**src/rtl/sdram_arb_pkg.sv**
```systemverilog
// sdram_arb_pkg: shared state/grant types and default widths for the SDRAM port arbiter
package sdram_arb_pkg;
  localparam int AW_DEF = 25;
  localparam int DW_DEF = 8;
  typedef enum logic [1:0] {IDLE, ISSUE, WAIT} arb_state_t;
  typedef enum logic {GNT_LD, GNT_VF} gnt_t;
endpackage

```
**src/rtl/sdram_port_arb.sv**
```systemverilog
// sdram_port_arb: round-robin sharing of one SDRAM port between loader writes and cached VFD reads
module sdram_port_arb
  import sdram_arb_pkg::*;
#(
  parameter int AW  = AW_DEF,
  parameter int DW  = DW_DEF,
  parameter int TMO = 1023
) (
  input  logic          clk,
  input  logic          reset,
  input  logic          ld_wr,
  input  logic [AW-1:0] ld_addr,
  input  logic [DW-1:0] ld_din,
  output logic          ld_wait,
  input  logic          vf_rd,
  input  logic [AW-1:0] vf_addr,
  output logic [DW-1:0] vf_dout,
  output logic          vf_valid,
  output logic          vf_busy,
  output logic [AW-1:0] mem_addr,
  output logic [DW-1:0] mem_din,
  output logic          mem_we,
  output logic          mem_rd,
  input  logic [DW-1:0] mem_dout,
  input  logic          mem_ack,
  output logic          err
);
  localparam int CW = $clog2(TMO + 1);
  arb_state_t    state_q, state_d;
  gnt_t          gnt_q, gnt_d, last_q, last_d;
  logic          ld_pend_q, ld_pend_d, vf_pend_q, vf_pend_d;
  logic [AW-1:0] ld_addr_q, ld_addr_d, vf_addr_q, vf_addr_d, tag_q, tag_d;
  logic [DW-1:0] ld_din_q, ld_din_d, cdat_q, cdat_d;
  logic          cval_q, cval_d, vf_valid_q, vf_valid_d;
  logic [DW-1:0] vf_dout_q, vf_dout_d, mem_din_q, mem_din_d;
  logic [AW-1:0] mem_addr_q, mem_addr_d;
  logic          mem_we_q, mem_we_d, mem_rd_q, mem_rd_d, err_q, err_d;
  logic [CW-1:0] cnt_q, cnt_d;
  logic          hit, tmo, done;

  always_comb begin
    hit        = vf_rd && !vf_pend_q && cval_q && vf_addr == tag_q;
    // counter starts at 0 on the first WAIT cycle, so err lands TMO cycles after the issue pulse
    tmo        = state_q == WAIT && !mem_ack && cnt_q == CW'(TMO - 2);
    done       = state_q == WAIT && (mem_ack || tmo);
    state_d    = state_q;
    gnt_d      = gnt_q;
    last_d     = last_q;
    ld_pend_d  = ld_pend_q;
    ld_addr_d  = ld_addr_q;
    ld_din_d   = ld_din_q;
    vf_pend_d  = vf_pend_q;
    vf_addr_d  = vf_addr_q;
    tag_d      = tag_q;
    cdat_d     = cdat_q;
    cval_d     = cval_q;
    vf_valid_d = hit;
    vf_dout_d  = hit ? cdat_q : vf_dout_q;
    mem_addr_d = mem_addr_q;
    mem_din_d  = mem_din_q;
    mem_we_d   = 1'b0;
    mem_rd_d   = 1'b0;
    err_d      = err_q;
    cnt_d      = cnt_q;
    if (ld_wr && !ld_pend_q) begin
      ld_pend_d = 1'b1;
      ld_addr_d = ld_addr;
      ld_din_d  = ld_din;
    end
    if (vf_rd && !vf_pend_q && !hit) begin
      vf_pend_d = 1'b1;
      vf_addr_d = vf_addr;
    end
    case (state_q)
      IDLE: if (ld_pend_q || vf_pend_q) begin
        gnt_d      = !vf_pend_q ? GNT_LD : !ld_pend_q ? GNT_VF : last_q == GNT_VF ? GNT_LD : GNT_VF;
        last_d     = gnt_d;
        state_d    = ISSUE;
        mem_addr_d = gnt_d == GNT_LD ? ld_addr_q : vf_addr_q;
        mem_din_d  = gnt_d == GNT_LD ? ld_din_q : mem_din_q;
        mem_we_d   = gnt_d == GNT_LD;
        mem_rd_d   = gnt_d == GNT_VF;
      end
      ISSUE: begin
        state_d = WAIT;
        cnt_d   = '0;
        cval_d  = cval_q && !(gnt_q == GNT_LD && ld_addr_q == tag_q);
      end
      WAIT: begin
        cnt_d = cnt_q + 1'b1;
        err_d = err_q || tmo;
        if (done) begin
          state_d = IDLE;
          if (gnt_q == GNT_LD) ld_pend_d = 1'b0;
          else begin
            vf_pend_d  = 1'b0;
            vf_valid_d = 1'b1;
            vf_dout_d  = mem_ack ? mem_dout : '0;
            tag_d      = mem_ack ? vf_addr_q : tag_q;
            cdat_d     = mem_ack ? mem_dout : cdat_q;
            cval_d     = cval_q || mem_ack;
          end
        end
      end
      default: state_d = IDLE;
    endcase
  end

  always_ff @(posedge clk) begin
    if (reset) begin
      state_q    <= IDLE;
      gnt_q      <= GNT_LD;
      last_q     <= GNT_VF;
      ld_pend_q  <= 1'b0;
      ld_addr_q  <= '0;
      ld_din_q   <= '0;
      vf_pend_q  <= 1'b0;
      vf_addr_q  <= '0;
      tag_q      <= '0;
      cdat_q     <= '0;
      cval_q     <= 1'b0;
      vf_valid_q <= 1'b0;
      vf_dout_q  <= '0;
      mem_addr_q <= '0;
      mem_din_q  <= '0;
      mem_we_q   <= 1'b0;
      mem_rd_q   <= 1'b0;
      err_q      <= 1'b0;
      cnt_q      <= '0;
    end else begin
      state_q    <= state_d;
      gnt_q      <= gnt_d;
      last_q     <= last_d;
      ld_pend_q  <= ld_pend_d;
      ld_addr_q  <= ld_addr_d;
      ld_din_q   <= ld_din_d;
      vf_pend_q  <= vf_pend_d;
      vf_addr_q  <= vf_addr_d;
      tag_q      <= tag_d;
      cdat_q     <= cdat_d;
      cval_q     <= cval_d;
      vf_valid_q <= vf_valid_d;
      vf_dout_q  <= vf_dout_d;
      mem_addr_q <= mem_addr_d;
      mem_din_q  <= mem_din_d;
      mem_we_q   <= mem_we_d;
      mem_rd_q   <= mem_rd_d;
      err_q      <= err_d;
      cnt_q      <= cnt_d;
    end
  end

  assign ld_wait  = ld_pend_q && ld_pend_d && !reset;
  assign vf_busy  = vf_pend_q;
  assign vf_valid = vf_valid_q;
  assign vf_dout  = vf_dout_q;
  assign mem_addr = mem_addr_q;
  assign mem_din  = mem_din_q;
  assign mem_we   = mem_we_q;
  assign mem_rd   = mem_rd_q;
  assign err      = err_q;
endmodule
```
**config.mk**
```make
export PLATFORM = sky130hd
export DESIGN_NAME = sdram_port_arb
export DESIGN_NICKNAME = d
export VERILOG_FILES = /design/src/rtl/sdram_arb_pkg.sv /design/src/rtl/sdram_port_arb.sv
export SDC_FILE = /design/constraint.sdc
export NUM_CORES = 1
export LEC_CHECK = 0
export ABC_AREA = 1
export BUFFER_PORTS_ARGS = -buffer_cell sky130_fd_sc_hd__buf_2
export CORE_MARGIN = 3
export CORE_UTILIZATION = 52
export DETAILED_ROUTE_END_ITERATION = 8
export GPL_TIMING_DRIVEN = 1
export PLACE_DENSITY = 0.75
export SLEW_MARGIN = 20
export SYNTH_ARGS = -nofsm -noshare
export SYNTH_HDL_FRONTEND = slang
export SYNTH_SLANG_ARGS = --single-unit
```
**constraint.sdc**
```tcl
create_clock -name clk -period 2.32 [get_ports clk]
set_clock_uncertainty 0.1 [all_clocks]
set_input_delay 0.464 -clock clk [delete_from_list [all_inputs] [get_ports clk]]
set_output_delay 0.464 -clock clk [all_outputs]
set_load 0.05 [all_outputs]
```
Yosys cells after proc, flatten, opt, wreduce, memory -nomap -nowiden --
Cells that the tools add are included.
Word-level totals: memories kept 0, memory bits (read-only) 0, RAM bits 0, latch bits 0, logic and storage cells 89, output and inout port bits 47, bits in registers 153
Operators by class: equality and inequality tests 8, multipliers 0, magnitude comparators 0, bitwise gates (word level) 4, shift operators 0, divide/modulo/power cells 0, reduce and logical (&&, ||, !) cells 30, add/subtract/negate cells 1, mux-type cells 27
Operator list (number):
- == test 25 bit | 2
- 2-to-1 mux 8 bit | 5
- 2-to-1 mux 25 bit | 1
- one-hot mux 10 bit (2 select lines) | 1
- 2-to-1 mux 1 bit | 16
- logical AND 1 bit | 12
- adder 10 x 1 -> 10 bit, second input constant | 1
- == test 10 bit, second input constant | 1
- zero test 1 bit | 6
- inequality test 2 bit, second input constant | 3
- one-hot mux 2 bit (3 select lines) | 1
- AND reduction 3 bit | 2
- logical OR 1 bit | 4
- 2-to-1 mux 2 bit | 2
- inverter 1 bit | 4
- AND reduction 2 bit | 2
- AND reduction 4 bit | 1
- OR reduction 3 bit | 1
- == test 2 x 1 -> 1 bit, second input constant | 1
- == test 2 bit, second input constant | 1
- zero test 2 bit | 1
- one-hot mux 1 bit (2 select lines) | 1
- nonzero test 2 bit | 1

Logic depth before layout (Yosys ltp) --
depth after elaboration 10, depth in mapped cells 13

Worst setup path before layout --
OpenSTA, ideal clock, no wires.
path type input to output, start point input reset, end point output ld_wait, stages 6, required time 1.756 ns, setup slack -0.122 ns, path buffers 3, arrival 1.878 ns, cells stage by stage clkbuf_1 -> inv_1 -> buf_2 -> clkbuf_1 -> nand2_1 -> nor2_1
Between the ends: longest elaborated chain between the ends 2
RTL lines:
- start, declared | RTL line sdram_port_arb.sv:10 | input logic reset,
- zero test 1 bit | RTL line sdram_port_arb.sv:153 | assign ld_wait = ld_pend_q && ld_pend_d && !reset;
- logical AND 1 bit | RTL line sdram_port_arb.sv:153
- end, declared | RTL line sdram_port_arb.sv:14 | output logic ld_wait,
Every way passes these cells.

Worst setup path in the final report --
start point register state_q[0], end point register state_q[1]
Between the ends: longest elaborated chain between the ends 7
RTL lines:
- start, declared | RTL line sdram_port_arb.sv:29 | arb_state_t state_q, state_d;
- start signal, assigned | RTL line sdram_port_arb.sv:131 | state_q <= state_d;
- == test 2 bit | RTL line sdram_port_arb.sv:44, sdram_port_arb.sv:45, sdram_port_arb.sv:74
- logical AND 1 bit (2 in a row) | RTL line sdram_port_arb.sv:44 | tmo = state_q == WAIT && !mem_ack && cnt_q == CW'(TMO - 2);
- logical OR 1 bit | RTL line sdram_port_arb.sv:45 | done = state_q == WAIT && (mem_ack || tmo);
- logical AND 1 bit | RTL line sdram_port_arb.sv:45
- inequality test 2 bit (no source line)
- AND reduction 2 bit (no source line)
Several ways; a longest one is shown, not always the timed one. A chain may end at the register's enable or synchronous reset.

==> reports/results.ini <==
[outcome]
status=finished clean

[critical_path]
slowest_delay_ns=0.32
cp_slowest_cell=dfxtp_2
cp_data_arrival_time_ns=2.45
critPathKind=reg -> reg
crit_top_cell=buf_4
path_cells=inv_2 > ha_4 > inv_2 > nor3_2 > nand3_2 > buf_4 > buf_4 > buf_4 > buf_4 > buf_4 > buf_4 > nand3_1 > o31ai_1 > o21ai_1 > a21oi_1
end_kind=register
rr_worst_depth=15
crit_fanout=4
startpoint_type=register
required_ns=2.52

[worst_hold_path]
hp-class=in -> reg
min_delay_path_depth=3

[final_layout]
instances_no_fill=1263
num-fill-cells=1116
register_area_sq_um=3070
fin_nets=1159
final_layout_size_suffix_gt1_frac=0.201
area_delta_synth_final_pct=23.8
n_antenna_cell=0
multi_input_area_sq_um=3080
final_core_util=0.674

[yosys]
yosysTopAreaCellShare=0.457
synth_top_area_cell=dfxtp_1
synth_commonest_cells=nand2_1 (243), dfxtp_1 (153), inv_1 (100), a21oi_1 (96), nor2_1 (87)
synthCells=955
synth-edff-count=0
synth_nets=1032
async_flop_share=0
synthTopCellsByArea=dfxtp_1 (46%), nand2_1 (14%), a21oi_1 (7.2%), o21ai_0 (6.0%), inv_1 (5.6%)
yosysWarnings=0
yosysSeqAreaShare=0.457
yosys.area_share.simple=0.261
avgSynthCellArea_sq_um=7.02
synthXorXnorAreaFrac=0.00653
synthMuxAreaShare=0
syn_area_sq_um=6710
synth-compound-area-share=0.173
synth.distinct_cells=34
synthAdderAreaFrac=0.0112
post-synth-top-count-cell=nand2_1
ys_ff_latch=153
synth_top_family_by_area=simple AND/OR/NAND/NOR gates
synth_ff_type=dfxtp_1

[global_route]
antenna_found_initial=0
grt_max_degree=59
grt_pass1_vias=6272
grt_pass1_wl_um=31000
overflow=0
grt_usage=0.271

[cts]
clk_pin_slew_ns=0.06
clk_latency_ns=0.43
cts_hold_buf=0
numCtsBuffers=17
clock-root-buffer=clkbuf_16
cts_sinks=153
cts.path.max_buffers=2
cts_tree=done
htree_levels=4

[place]
io_buffers=117
gp_congestion=0.976
placedCellCount=1217
place_hpwl_um=13300

[timing]
tightest_slew_ns=0.615
final_max_slew_viol_count=0
hold_viol_final=0
finalSetupTns_ns=0
fmax_mhz=444
fin_crit_sh=0.971
setup_violations=0
relSlewSlack=0.588
min_period_ns=2.25

[routing]
wl_um=19500
post-route-drc-count=0
drtIter0Drc=543
wl_per_cell_um=15.4
drt-vias-per-instance=5.38
ant_nets=0
firstDrtPassIters=7
vias=6791

[pwr]
power_density_nw_per_um2=883
peakVddDrop_uv=553
p_leak_nw=3.67

[job]
drv_cap=0

[floorplanning]
initial_core_util=0.545
pin_count=118
design.die.area_sq_um=14300
core.rowCount=40
core_area_sq_um=12300
die_h_um=120
dieWidth_um=120

-- cell usage in the layout, fill, tap and decap left out, types with 5 or more instances in the layout --
master,count
nand4_1,13
buf_2,116
o21ai_0,80
ha_1,5
dfxtp_1,148
dfxtp_2,5
a31oi_1,17
clkbuf_16,17
clkinv_2,5
inv_1,96
inv_2,17
nor2_1,85
a21oi_1,96
o22ai_1,12
o211ai_1,6
bufinv_16,5
nand2_1,240
buf_4,29
nand3_1,55
-- where the power goes --
group          switching, mW  internal, mW  leakage [nW]  total [mW]
Sequential             0.129          2.82          1.25        2.95
Combinational          0.949         0.401          2.11        1.35
Clock                   1.10          1.93         0.316        3.03
-- cell families (layout without fill, tap and decap cells) --
logic type / Yosys count / count (layout)
and+or+nand+nor: 418 / 418
AOI/OAI and AO/OA: 218 / 218
buffers and inverters: 155 / 295
DFF: 153 / 153
adders and majority gates: 6 / 6
xor gates and xnor gates: 5 / 5
-- sequential cells by signal, summed over array words and instances, names as in the netlist --
| register | cells |
|---|---|
| cnt_q | 10 |
| ld_addr_q | 25 |
| gnt_q | 1 |
| err | 1 |
| cval_q | 1 |
| cdat_q | 8 |
| state_q | 2 |
| vf_busy | 1 |
| ld_din_q | 8 |
| mem_rd | 1 |
| vf_dout | 8 |
| tag_q | 25 |
| mem_we | 1 |
| vf_addr_q | 25 |
| mem_addr | 25 |
| mem_din | 8 |
| last_q | 1 |
| vf_valid | 1 |
| ld_pend_q | 1 |
-- worst paths after layout --
| path | startpoint | end | slack, ns |
|---|---|---|---|
| max reg2reg | state_q[0] | state_q[1] | 0.07 |
| min | ld_din[3] | ld_din_q[3] | 0.16 |
| max | state_q[0] | state_q[1] | 0.07 |
| min reg2reg | last_q | last_q | 0.36 |
-- metal layers --
layer / up-vias / track usage / wire, um / share of wire
met1: 3106 / 0.354 / 8340 / 0.43
met5: - / 0 / 0 / 0
li1: 3354 / - / - / -
met4: 0 / 0.110 / 472 / 0.024
met3: 40 / 0.0617 / 1430 / 0.074
met2: 291 / 0.434 / 9200 / 0.47
-- final cells by class --
cell class / count / area share
Sequential cell: 153 / 0.370
Clock inverter: 13 / 0.0241
Multi-Input combinational cell: 647 / 0.371
Inverter: 114 / 0.0515
Timing Repair Buffer: 149 / 0.105
Tap cell: 168 / 0.0253
Clock buffer: 19 / 0.0534
-- worst max-delay path, delay by kind of cell (launching register included) --
family	cells	cell delay, ns
AO/OA/AOI/OAI	3	0.33
adder cells (fa/ha/maj)	1	0.13
buffers and inverters	8	0.89
flip-flops	1	0.32
AND/OR/NAND/NOR	3	0.34
-- per-stage QoR --
stage / setup WS, ns / hold slack [ns] / power [mW] / instance area, sq um
6_report: 0.0662 / 0.163 / 7.33 / 8300
3_3_place_gp: 0.202 / 0.341 / 4.27 / 7490
4_1_cts: 0.00246 / 0.157 / 7.32 / 8260
5_1_grt: -0.0518 / 0.170 / 7.61 / 8300
2_1_floorplan: 0.0931 / 0.329 / 3.87 / 6710
3_5_place_dp: 0.139 / 0.343 / 4.29 / 7490
-- what timing repair did --
action,CTS,global route
endpoints found under the hold margin,0,0
buffers inserted,13,1
gates resized for setup,9,13
pin swaps,4,5
gates cloned,0,0
setup endpoints to repair,1,13
Power figures use the tool's default switching activity.
